File: config.mk
export PLATFORM = sky130hd
export DESIGN_NAME = lsu
export DESIGN_NICKNAME = d
export VERILOG_FILES = /design/src/rtl/lsu.sv
export SDC_FILE = /design/constraint.sdc
export NUM_CORES = 1
export LEC_CHECK = 0
export BUFFER_PORTS_ARGS = -buffer_cell sky130_fd_sc_hd__buf_2
export CAP_MARGIN = 20
export CORE_ASPECT_RATIO = 1.25
export CORE_MARGIN = 5
export CORE_UTILIZATION = 45
export DETAILED_ROUTE_END_ITERATION = 8
export PLACE_DENSITY = 0.85
export SETUP_SLACK_MARGIN = 0.1
export SYNTH_ARGS = -nofsm -noshare
export SYNTH_HDL_FRONTEND = slang
export SYNTH_SLANG_ARGS = --single-unit
File: constraint.sdc
create_clock -name clock -period 2.46 [get_ports clock]
set_input_delay 0.123 -clock clock [delete_from_list [all_inputs] [get_ports clock]]
set_output_delay 0.123 -clock clock [all_outputs]
set_load 0.02 [all_outputs]
File: src/rtl/lsu.sv
`default_nettype none
// ============================================================================
// Module   : lsu
// Purpose  : RV32I load/store unit. It handles one outstanding memory access
//            with lane steering and a wait timeout. Optional build macro
//            LSU_MISALIGN_TRAP_EN traps misaligned half/word accesses.
// Revision : 1.0
// ============================================================================
module lsu #(
  parameter int unsigned MAX_WAIT = 255
) (
  input  logic        clock,
  input  logic        reset,
  input  logic        lsu_valid,
  input  logic        lsu_load,
  input  logic        lsu_store,
  input  logic [2:0]  lsu_funct3,
  input  logic [31:0] lsu_addr,
  input  logic [31:0] lsu_wdata,
  output logic        lsu_busy,
  output logic        lsu_ready,
  output logic [31:0] lsu_rdata,
  output logic        lsu_fault,
  output logic        lsu_misalign,
  output logic        mem_valid,
  output logic [31:0] mem_addr,
  output logic [31:0] mem_wdata,
  output logic [3:0]  mem_wstrb,
  input  logic        mem_ready,
  input  logic [31:0] mem_rdata
);

  localparam int unsigned     c_cnt_w = (MAX_WAIT < 2) ? 1 : $clog2(MAX_WAIT);
  localparam logic [c_cnt_w-1:0] c_last = c_cnt_w'(MAX_WAIT - 1);

  typedef enum logic [1:0] {
    S_IDLE = 2'd0,
    S_REQ  = 2'd1,
    S_DONE = 2'd2
  } state_t;

  state_t               state_q, state_d;
  logic [31:0]          addr_q, addr_d;
  logic [31:0]          wdata_q, wdata_d;
  logic [3:0]           wstrb_q, wstrb_d;
  logic [2:0]           f3_q, f3_d;
  logic [1:0]           off_q, off_d;
  logic                 load_q, load_d;
  logic [c_cnt_w-1:0]   cnt_q, cnt_d;
  logic [31:0]          rdata_q, rdata_d;
  logic                 fault_q, fault_d;
  logic                 mis_q, mis_d;

  logic                 w_accept;
  logic                 w_is_byte;
  logic                 w_is_half;
  logic                 w_misalign;
  logic [1:0]           w_off;
  logic [31:0]          w_lane;
  logic [31:0]          w_load_ext;

  // Request decode; the offset is truncated to the access alignment.
  always_comb begin
    w_accept  = (state_q == S_IDLE) && lsu_valid && (lsu_load ^ lsu_store);
    w_is_byte = (lsu_funct3 == 3'b000) || (lsu_load && (lsu_funct3 == 3'b100));
    w_is_half = (lsu_funct3 == 3'b001) || (lsu_load && (lsu_funct3 == 3'b101));
    if (w_is_byte) begin
      w_off = lsu_addr[1:0];
    end else if (w_is_half) begin
      w_off = {lsu_addr[1], 1'b0};
    end else begin
      w_off = 2'b00;
    end
`ifdef LSU_MISALIGN_TRAP_EN
    w_misalign = (w_is_half && lsu_addr[0]) ||
                 (!w_is_byte && !w_is_half && (lsu_addr[1:0] != 2'b00));
`else
    w_misalign = 1'b0;
`endif
  end

  always_comb begin
    w_lane = mem_rdata >> {off_q, 3'b000};
    case (f3_q)
      3'b000:  w_load_ext = {{24{w_lane[7]}}, w_lane[7:0]};
      3'b001:  w_load_ext = {{16{w_lane[15]}}, w_lane[15:0]};
      3'b100:  w_load_ext = {24'b0, w_lane[7:0]};
      3'b101:  w_load_ext = {16'b0, w_lane[15:0]};
      default: w_load_ext = mem_rdata;
    endcase
  end

  always_comb begin
    state_d = state_q;
    addr_d  = addr_q;
    wdata_d = wdata_q;
    wstrb_d = wstrb_q;
    f3_d    = f3_q;
    off_d   = off_q;
    load_d  = load_q;
    cnt_d   = cnt_q;
    rdata_d = rdata_q;
    fault_d = fault_q;
    mis_d   = mis_q;
    case (state_q)
      S_IDLE: begin
        if (w_accept) begin
          f3_d    = lsu_funct3;
          off_d   = w_off;
          load_d  = lsu_load;
          cnt_d   = '0;
          rdata_d = '0;
          fault_d = 1'b0;
          mis_d   = w_misalign;
          if (w_misalign) begin
            state_d = S_DONE;
          end else begin
            state_d = S_REQ;
            addr_d  = {lsu_addr[31:2], 2'b00};
            if (lsu_load) begin
              wdata_d = '0;
              wstrb_d = 4'b0000;
            end else if (w_is_byte) begin
              wdata_d = {4{lsu_wdata[7:0]}};
              wstrb_d = 4'b0001 << w_off;
            end else if (w_is_half) begin
              wdata_d = {2{lsu_wdata[15:0]}};
              wstrb_d = 4'b0011 << w_off;
            end else begin
              wdata_d = lsu_wdata;
              wstrb_d = 4'b1111;
            end
          end
        end
      end
      S_REQ: begin
        // A response arriving on the expiry cycle beats the timeout.
        if (mem_ready) begin
          state_d = S_DONE;
          rdata_d = load_q ? w_load_ext : 32'h0;
          fault_d = 1'b0;
        end else if ((MAX_WAIT != 0) && (cnt_q == c_last)) begin
          state_d = S_DONE;
          rdata_d = 32'h0;
          fault_d = 1'b1;
        end else begin
          cnt_d = cnt_q + 1'b1;
        end
      end
      S_DONE:  state_d = S_IDLE;
      default: state_d = S_IDLE;
    endcase
  end

  always_ff @(posedge clock) begin
    if (reset) begin
      state_q <= S_IDLE;
      addr_q  <= '0;
      wdata_q <= '0;
      wstrb_q <= '0;
      f3_q    <= '0;
      off_q   <= '0;
      load_q  <= 1'b0;
      cnt_q   <= '0;
      rdata_q <= '0;
      fault_q <= 1'b0;
      mis_q   <= 1'b0;
    end else begin
      state_q <= state_d;
      addr_q  <= addr_d;
      wdata_q <= wdata_d;
      wstrb_q <= wstrb_d;
      f3_q    <= f3_d;
      off_q   <= off_d;
      load_q  <= load_d;
      cnt_q   <= cnt_d;
      rdata_q <= rdata_d;
      fault_q <= fault_d;
      mis_q   <= mis_d;
    end
  end

  assign mem_valid    = (state_q == S_REQ);
  assign lsu_busy     = (state_q != S_IDLE);
  assign lsu_ready    = (state_q == S_DONE);
  assign lsu_rdata    = rdata_q;
  assign lsu_fault    = fault_q;
  assign lsu_misalign = mis_q;
  assign mem_addr     = addr_q;
  assign mem_wdata    = wdata_q;
  assign mem_wstrb    = wstrb_q;

endmodule
`default_nettype wire

==> results of run 1 <==
## final timing paths
check        cells past startpoint  slack, ps       endpoint          from
min                              2          7   mem_wdata[0]  lsu_wdata[0]
max                              4        470  lsu_rdata[29]      off_q[1]
min reg2reg                      1        450   mem_wstrb[3]  mem_wstrb[3]
max reg2reg                      4        470  lsu_rdata[29]      off_q[1]
## routing by layer
layer	part of all wire (%)	vias to the layer above	wire (µm)
met5	0.082	-	13
li1	-	2510	-
met2	52	242	8190
met4	4.0	2	636
met3	8.1	60	1290
met1	36	2471	5740
## power breakdown
part	leakage, nW	internal [mW]	switching [mW]
Sequential	0.933	1.93	0.0361
Clock	0.297	1.66	0.786
Combinational	1.99	0.283	0.392
## stage by stage
step,std cells,hold slack (ps),worst slack [ps],cell area (µm²)
global route,963,9.39,275,7260
global placement,882,363,554,6130
CTS,962,0.118,489,7240
finish,964,6.75,474,7260
floorplan,573,256,631,5020
detailed placement,882,370,492,6130
## synth_stat cells
master and instances:
o221a_2 1, o22ai_1 1, mux2_2 9, nor3b_2 1
a221o_1 1, nor3b_1 2, o31a_1 1, a22o_1 8
nand2b_1 28, a32o_1 16, nand3_1 9, conb_1 1
nor2b_1 6, o31ai_1 3, mux2_4 2, ha_1 3
a211oi_1 4, nor3_1 3, o2bb2ai_1 23, buf_1 6
nor2_1 9, xor2_1 1, buf_6 3, buf_2 4
mux2i_1 36, nand2_1 114, or2_2 1, a22oi_1 1
o21ai_0 42, nand4_1 2, a21oi_1 63, buf_4 3
a21o_1 2, o21ai_1 1, a31o_4 1, o21a_1 2
and2_1 3, o2111ai_1 2, inv_1 8, dfxtp_1 115
clkbuf_1 28, and3_1 2
## sequential cells by signal, summed over array words and instances (netlist names)
register / cells
state_q: 2
lsu_fault: 1
lsu_rdata: 32
mem_wstrb: 4
cnt_q: 8
f3_q: 3
load_q: 1
mem_wdata: 32
off_q: 2
mem_addr: 30
## kinds of logic after synthesis
family	after synthesis	synth area share (%)
simple gates	180	16.2
xor+xnor	1	0.175
buf+inv	52	4.67
fa+ha+maj	3	0.749
other cells	1	0.0748
compound gates	172	22.4
flops	115	45.9
mux	47	9.81
## what timing repair did
item | in CTS | in global routing
hold endpoints to repair | 51 | 0
hold buffers | 51 | 0
buffers inserted | 0 | 0
## cell type report
cell class                      count  area share (%)
Tap cell                          135            2.33
Multi-Input combinational cell    406            34.6
Sequential cell                   115            31.7
Antenna cell                        1          0.0345
Timing Repair Buffer              270            22.7
Clock buffer                       25            7.24
Inverter                            8           0.414
Clock inverter                      4           0.965
==> results.sh, run 1 <==
export IMPL_n_fill_cell=857
export IMPL_clockBufferDepth=2
export IMPL_clkSlewWorstSetupHoldPaths_ps=50
export IMPL_synth_avg_cell_area_um2=8.78
export IMPL_cp_start_kind="flop"
export IMPL_coreArea_mm2=0.0110
export IMPL_drc=0
export IMPL_dp_hpwl_mm=10.6
export IMPL_hold_viol_final=0
export IMPL_die_area_mm2=0.0134
export IMPL_clockRootBuffer="clkbuf_16"
export IMPL_relSlewSlack_pct=55.6
export IMPL_die_width_um=104
export IMPL_hold_class="in2reg"
export IMPL_setup_tns_ps=0
export IMPL_grt_usage_pct=22.8
export IMPL_slew_violations=0
export IMPL_critical_path_max_fanout=16
export IMPL_fin_nets=926
export IMPL_drt_iter0_markers=375
export IMPL_antenna_found_initial=1
export IMPL_period_minus_slack_ps=1990
export IMPL_layout_common_cells="buf_2 (206), dfxtp_1 (115), nand2_1 (114), a21oi_1 (61), dlygate4sd3_1 (51)"
export IMPL_rsz0062_at_grt="false"
export IMPL_crit_chain="mux2_4 -> a221o_1 -> a31o_4 -> a32o_1"
export IMPL_power_total_mw=5.08
export IMPL_num_rows=43
export IMPL_ioPinCount=210
export IMPL_critical_path_top_delay_family="compound AO/OA/AOI/OAI gates"
export IMPL_slowest_delay_ps=550
export IMPL_fmax_mhz=504
export IMPL_busiest_layer="met2"
export IMPL_multi_input_area_mm2=0.00251
export IMPL_cts_tree="built"
export IMPL_cts_resized=0
export IMPL_pwr_density_cell_mw_per_mm2=700
export IMPL_clock_sinks=115
export IMPL_status="finished clean"
export IMPL_clock_skew_ps=10.5
export IMPL_finalCritPeriodShare_pct=80.7
export IMPL_worst_setup_path_type="reg2reg"
export IMPL_gp_congestion=0.860
export IMPL_use_met3_pct=7.86
export IMPL_yosysTopAreaCellShare_pct=45.9
export IMPL_arrival_ps=2270
export IMPL_die_y_um=128
export IMPL_area_delta_synth_final_pct=44.8
export IMPL_grt_pass1_wl_mm=24.8
export IMPL_final_setup_viol_count=0
export IMPL_ir_drop_mv=0.471
export IMPL_wl_per_cell_um=16.5
export IMPL_p_leak_nw=3.22
export IMPL_path_buf_inv=0
export IMPL_via_count=5285
export IMPL_ys_seq_area_share_pct=45.9
export IMPL_yosys_warnings=0
export IMPL_cts_buffers=17
export IMPL_cp_slowest_cell="dfxtp_1"
export IMPL_max_cap_violations=0
export IMPL_initial_utilization_pct=45.5
export IMPL_via_per_inst=5.48
export IMPL_ff_latch_area_mm2=0.00230
export IMPL_syn_area_mm2=0.00501
export IMPL_io_buffers=206
export IMPL_grt_max_degree=47
export IMPL_htree_levels=4
export IMPL_yosys_area_top_type="dfxtp_1"
export IMPL_synth_cells=571
export IMPL_wl_mm=15.9
export IMPL_grt_met2_usage_pct=38.8
export IMPL_clk_latency_ps=400
export IMPL_crit_required_ps=2750
export IMPL_ys_ff_latch=115
export IMPL_mostFrequentLayoutCell="buf_2"
export IMPL_drive_above_1_share_pct=32.1
export IMPL_ant_nets=0
export IMPL_critPathCaptureType="flop"
export IMPL_final_util_pct=65.8
export IMPL_ys_top_cells_by_area="dfxtp_1 (46%), nand2_1 (8.5%), mux2i_1 (7.2%), a21oi_1 (6.3%), o21ai_0 (4.2%)"
export IMPL_gr_total_overflow=0
export IMPL_met1_usage_pct=24.6
export IMPL_ys_types=42
export IMPL_grt_pass1_vias=5205
export IMPL_worst_pin_slew_ps=662
export IMPL_firstDrtPassIters=5
(Power assumes the default switching activity.)
==> run 2: changes to the inputs <==
--- a/config.mk
+++ b/config.mk
@@ -5,13 +5,14 @@
 export SDC_FILE = /design/constraint.sdc
 export NUM_CORES = 1
 export LEC_CHECK = 0
+export ABC_AREA = 1
 export BUFFER_PORTS_ARGS = -buffer_cell sky130_fd_sc_hd__buf_2
 export CAP_MARGIN = 20
 export CORE_ASPECT_RATIO = 1.25
 export CORE_MARGIN = 5
 export CORE_UTILIZATION = 45
 export DETAILED_ROUTE_END_ITERATION = 8
-export PLACE_DENSITY = 0.85
+export PLACE_DENSITY = 0.84
 export SETUP_SLACK_MARGIN = 0.1
 export SYNTH_ARGS = -nofsm -noshare
 export SYNTH_HDL_FRONTEND = slang
==> constraint.sdc (replaced) <==
create_clock -name clock -period 2 [get_ports clock]
set_input_delay 0.1 -clock clock [delete_from_list [all_inputs] [get_ports clock]]
set_output_delay 0.1 -clock clock [all_outputs]
set_load 0.02 [all_outputs]
==> run 2 against run 1 <==
Clock power is 24% higher. Critical path type is now in2reg. Clock-buffer cell count is 8 lower. Non-clock buffer count is 16 lower. Global-route usage is 0.82 points higher. Die area is 5.4% higher. Sequential cell count stayed put. Combinational power is 16% higher. Total power is 22% higher. Design area is 1.1% higher.
==> results.sh, run 2 <==
export IMPL_clockBufferDepth=2
export IMPL_firstDrtPassIters=4
export IMPL_slew_violations=0
export IMPL_setup_tns_ps=0
export IMPL_dp_hpwl_mm=11.9
export IMPL_hold_depth=3
export IMPL_slowest_delay_ps=540
export IMPL_worstRegToRegCells=9
export IMPL_grt_max_degree=70
export IMPL_clock_sinks=115
export IMPL_final_setup_viol_count=0
export IMPL_via_count=5804
export IMPL_arrival_ps=1980
export IMPL_grt_pass1_vias=5692
export IMPL_clk_latency_ps=410
export IMPL_ys_ff_latch=115
export IMPL_r2r_start="off_q[0]"
export IMPL_layout_common_cells="nand2_1 (266), buf_2 (206), dfxtp_1 (115), nand3_1 (59)"
export IMPL_synth_compound_area_share_pct=14.2
export IMPL_pwr_density_cell_mw_per_mm2=848
export IMPL_yosys_area_share_simple_pct=32.2
export IMPL_cts_setup_buffers=0
export IMPL_drt_iter0_markers=354
export IMPL_preCtsSetupSlack_ps=340
export IMPL_die_y_um=131
export IMPL_ys_types=34
export IMPL_grt_usage_pct=23.7
export IMPL_initial_utilization_pct=45.7
export IMPL_fmax_mhz=593
export IMPL_die_width_um=107
export IMPL_p_leak_nw=3.72
export IMPL_die_area_mm2=0.0141
export IMPL_dp_cells=1083
export IMPL_io_buffers=206
export IMPL_yosysMostFrequentCell="nand2_1"
export IMPL_gr_total_overflow=0
export IMPL_critical_path_top_delay_family="buffers and inverters"
export IMPL_cp_common_cell="nand2_1"
export IMPL_coreArea_mm2=0.0116
export IMPL_mostFrequentLayoutCell="nand2_1"
export IMPL_postLayoutSetupSlackWorst_ps=313
export IMPL_grt_pass1_wl_mm=27.0
export IMPL_wl_mm=17.1
export IMPL_num_rows=44
export IMPL_ioPinCount=210
export IMPL_synth_cells=743
export IMPL_gp_congestion=1.00
export IMPL_synth_adder_area_share_pct=0.707
export IMPL_ir_drop_mv=0.507
export IMPL_power_total_mw=6.22
export IMPL_crit_start="lsu_load"
export IMPL_drc=0
export IMPL_antenna_found_initial=1
export IMPL_cp_slowest_cell="dlygate4sd3_1"
export IMPL_critPathCaptureType="flop"
export IMPL_drive_above_1_share_pct=28.8
export IMPL_cts_tree="built"
export IMPL_hold_viol_final=0
export IMPL_cp_start_kind="input port"
export IMPL_final_cells=1153
export IMPL_crit_chain="dlygate4sd3_1 -> buf_2 -> inv_1 -> a21oi_2 -> nand2_1 -> nor2_1 -> ha_1 -> o221ai_1 -> nand2_1"
export IMPL_ys_seq_area_share_pct=43.3
export IMPL_yosys_warnings=0
export IMPL_min_to="f3_q[1]"
export IMPL_rrSetupSlack_ps=310
export IMPL_ant_nets=0
export IMPL_synth_area_mux_share_pct=0
export IMPL_synth_avg_cell_area_um2=7.15
export IMPL_syn_area_mm2=0.00531
export IMPL_htree_levels=4
export IMPL_path_buf_inv=3
export IMPL_period_minus_slack_ps=1690
export IMPL_clock_skew_ps=11.7
export IMPL_finalCritPeriodShare_pct=84.4
export IMPL_reg2reg_to="lsu_rdata[20]"
export IMPL_synth_top_family_by_area="simple AND/OR/NAND/NOR gates"
export IMPL_crit_required_ps=2290
export IMPL_worst_setup_path_type="in2reg"
export IMPL_hp_start="lsu_funct3[1]"
export IMPL_fin_nets=1086
export IMPL_area_delta_synth_final_pct=38.2
export IMPL_via_per_inst=5.03
export IMPL_clkSlewWorstSetupHoldPaths_ps=60
export IMPL_critical_path_max_fanout=7
export IMPL_max_cap_violations=0
export IMPL_clockRootBuffer="clkbuf_16"
export IMPL_cts_buffers=17
export IMPL_synthArstFlopShare_pct=0
export IMPL_yosys_area_top_type="dfxtp_1"
export IMPL_wl_per_cell_um=14.8
export IMPL_synthFlopType="dfxtp_1"
export IMPL_yosysTopAreaCellShare_pct=43.3
export IMPL_ys_top_cells_by_area="dfxtp_1 (43%), nand2_1 (19%), nand3_1 (5.6%), a21oi_1 (4.4%), inv_1 (3.5%)"
export IMPL_synth_commonest_cells="nand2_1 (266), dfxtp_1 (115), nand3_1 (59), inv_1 (49), nor2_1 (49)"
export IMPL_status="finished clean"
export IMPL_synthXorXnorAreaFrac_pct=0.165
export IMPL_rsz0062_at_grt="false"
export IMPL_synth_edf_count=0
export IMPL_hold_class="in2reg"
run 2: changes by cell type in the layout (fill, tap and decap cells not counted), sizes merged, moves of 23 or more:
| cell | previous run | this run |
|---|---|---|
| nand2 | 114 | 274 |
| inv | 8 | 62 |
| nand3 | 9 | 60 |
| nor2 | 9 | 55 |
| mux2i | 36 | 0 |
| nand2b | 28 | 0 |
| o2bb2ai | 23 | 0 |
run 2: power breakdown:
part | leakage (nW) | switching, mW | internal, mW | total [mW]
Combinational | 2.51 | 0.496 | 0.289 | 0.785
Sequential | 0.932 | 0.0425 | 2.36 | 2.40
Clock | 0.282 | 1.17 | 1.87 | 3.03
Total | 3.72 | 1.71 | 4.52 | 6.22
run 2: timing repair:
| action | CTS | global route |
|---|---|---|
| resized for setup | 0 | 0 |
| hold buffers | 37 | 0 |
| endpoints found under the hold margin | 37 | 0 |
run 2: area by class of cell:
class | instances | area [µm²]
Sequential cell | 115 | 2300
Inverter | 57 | 219
Multi-Input combinational cell | 533 | 2520
Clock buffer | 17 | 425
Clock inverter | 15 | 170
Antenna cell | 1 | 2.50
Fill cell | 1044 | 4270
Tap cell | 161 | 201
Timing Repair Buffer | 254 | 1500
run 2: layer usage:
layer	part of all wire (%)	up-vias	GRT usage, %
met3	8.2	58	6.97
met4	4.4	0	13.4
met5	0	-	0
met1	38	2601	26.7
met2	49	282	39.5
li1	-	2863	-
run 2: tightest hold or removal path, stage by stage:
cell     delay (ps)
buf_2           120
nand3_1          90
o21ai_0          70
run 2: cells by family (layout without fill, tap and decap cells):
kind of cell,count (synthesis),in the layout
DFF,115,115
and+or+nand+nor,402,402
buffers and inverters,97,343
AOI/OAI and AO/OA,124,124
adders and majority gates,3,3
other,1,4
xor gates and xnor gates,1,1
run 2: how the worst max path moves through the flow:
stage,end,slack (ps),cells after the start
floorplan,cnt_q[3],620,10
global placement,lsu_rdata[27],430,9
detailed placement,lsu_rdata[20],340,9
CTS,lsu_rdata[20],330,9
global route,mem_wstrb[2],140,9
finish,mem_wstrb[2],310,9
run 2: metrics by stage:
stage	utilization [%]	hold WS, ps	instance area [µm²]
floorplan	-	238	5320
global placement	54.9	321	6370
detailed placement	54.9	327	6370
CTS	63.2	0.767	7340
global route	63.2	14.5	7340
finish	63.2	12.9	7340
==> run 3: changes to the inputs <==
==> constraint.sdc (replaced) <==
create_clock -name clock -period 1.7 [get_ports clock]
set_input_delay 0.085 -clock clock [delete_from_list [all_inputs] [get_ports clock]]
set_output_delay 0.085 -clock clock [all_outputs]
set_load 0.02 [all_outputs]
==> run 3 against run 2 <==
Sequential power up 18%. Non-clock buffer count up 26. Design area up 3.4%. Sequential cell count unchanged. Worst setup slack worse by 180 ps. Hold slack better by 12 ps. Critical path type unchanged. Largest power group unchanged. Highest routed layer unchanged.
==> results.sh, run 3 (synthesis results as in run 2) <==
export IMPL_status="finished clean"
export IMPL_finalCritPeriodShare_pct=92.3
export IMPL_drt_iter0_markers=381
export IMPL_grt_max_degree=41
export IMPL_die_y_um=131
export IMPL_final_cells=1179
export IMPL_gp_congestion=1.02
export IMPL_worstRegToRegCells=9
export IMPL_via_count=6013
export IMPL_max_cap_violations=0
export IMPL_dp_cells=1091
export IMPL_fmax_mhz=638
export IMPL_preCtsSetupSlack_ps=101
export IMPL_clockRootBuffer="clkbuf_16"
export IMPL_slew_violations=0
export IMPL_arrival_ps=1920
export IMPL_rsz0062_at_grt="true"
export IMPL_wl_per_cell_um=15.4
export IMPL_r2r_start="cnt_q[3]"
export IMPL_setup_tns_ps=0
export IMPL_io_buffers=206
export IMPL_wl_mm=18.1
export IMPL_antenna_found_initial=1
export IMPL_rrSetupSlack_ps=220
export IMPL_min_to="mem_wdata[21]"
export IMPL_reg2reg_to="cnt_q[7]"
export IMPL_worst_setup_path_type="in2reg"
export IMPL_fin_nets=1112
export IMPL_cts_tree="built"
export IMPL_initial_utilization_pct=45.7
export IMPL_postLayoutSetupSlackWorst_ps=132
export IMPL_cts_buffers=17
export IMPL_hold_depth=4
export IMPL_grt_pass1_vias=5846
export IMPL_clock_skew_ps=10.0
export IMPL_crit_required_ps=2060
export IMPL_area_delta_synth_final_pct=42.9
export IMPL_critical_path_max_fanout=15
export IMPL_drive_above_1_share_pct=29.2
export IMPL_firstDrtPassIters=7
export IMPL_crit_start="lsu_funct3[0]"
export IMPL_finalInstanceArea_mm2=0.00759
export IMPL_clockBufferDepth=2
export IMPL_die_area_mm2=0.0141
export IMPL_hp_start="lsu_wdata[21]"
export IMPL_clk_latency_ps=410
export IMPL_dp_hpwl_mm=12.0
export IMPL_pwr_density_cell_mw_per_mm2=942
export IMPL_hold_viol_final=0
export IMPL_period_minus_slack_ps=1570
export IMPL_num_rows=44
export IMPL_grt_pass1_wl_mm=28.7
export IMPL_clkSlewWorstSetupHoldPaths_ps=60
export IMPL_mostFrequentLayoutCell="nand2_1"
export IMPL_ioPinCount=210
export IMPL_layout_common_cells="nand2_1 (266), buf_2 (206), dfxtp_1 (114), nand3_1 (59), dlygate4sd3_1 (54)"
export IMPL_drc=0
export IMPL_gr_total_overflow=0
export IMPL_ir_drop_mv=0.627
export IMPL_htree_levels=4
export IMPL_hold_class="in2reg"
export IMPL_p_leak_nw=3.84
export IMPL_ant_nets=0
export IMPL_die_width_um=107
export IMPL_cp_start_kind="input port"
export IMPL_critPathCaptureType="flop"
export IMPL_grt_usage_pct=25.3
export IMPL_clock_sinks=115
export IMPL_placed_area_mm2=0.00645
export IMPL_final_setup_viol_count=0
export IMPL_via_per_inst=5.10
export IMPL_coreArea_mm2=0.0116
[run 3: worst max-delay path by stage]
stage,slack [ps],to,cells past startpoint
after global routing,100,lsu_rdata[20],10
final,130,mem_wdata[24],9
after detailed placement,100,lsu_rdata[21],9
after CTS,140,mem_addr[3],9
after floorplan,320,cnt_q[3],10
after global placement,130,cnt_q[7],11
[run 3: repair_timing]
action,4_1_cts,5_1_grt
cloned,0,0
pin swaps,0,1
endpoints found under the setup margin,16,53
hold buffers,54,0
setup buffers,0,1
resized for setup,2,12
hold endpoints to repair,56,0
[run 3: report_power, final]
part           total [mW]  internal [mW]  switching [mW]  leakage, nW
registers            2.83           2.78          0.0500        0.933
logic                1.01          0.395           0.610         2.64
clock network        3.31           2.04            1.28        0.265
total                7.15           5.21            1.94         3.84
[run 3: layer usage]
layer / up-vias / share of wire (%) / GRT usage (%)
met1: 2685 / 36 / 28.4
met4: 0 / 3.4 / 11.1
met2: 357 / 50 / 42.6
li1: 2918 / - / -
met5: - / 0 / 0
met3: 53 / 11 / 9.27
[run 3: stage by stage]
stage / hold slack, ps / util [%] / total power [mW]
5_1_grt: 36.4 / 65.3 / 7.43
6_report: 25.1 / 65.3 / 7.15
2_1_floorplan: 223 / - / 3.42
3_5_place_dp: 311 / 55.5 / 3.74
3_3_place_gp: 306 / 55.5 / 3.74
4_1_cts: 4.97 / 64.9 / 7.16
[run 3: final cells by class]
| class | count | area [µm²] |
|---|---|---|
| tap | 161 | 201 |
| clock buffer | 19 | 443 |
| inverter | 57 | 226 |
| antenna | 1 | 2.50 |
| multi-input combinational | 533 | 2540 |
| clock inverter | 13 | 111 |
| fill | 973 | 4030 |
| timing repair buffer | 280 | 1760 |
| sequential | 115 | 2300 |
[run 3: worst max-delay path: stages]
cell	delay (ps)
dlygate4sd3_1	560
buf_2	140
inv_1	80
nand2_1	150
inv_1	400
nand2_1	180
o211ai_1	160
nand2_1	90
nand2_1	70
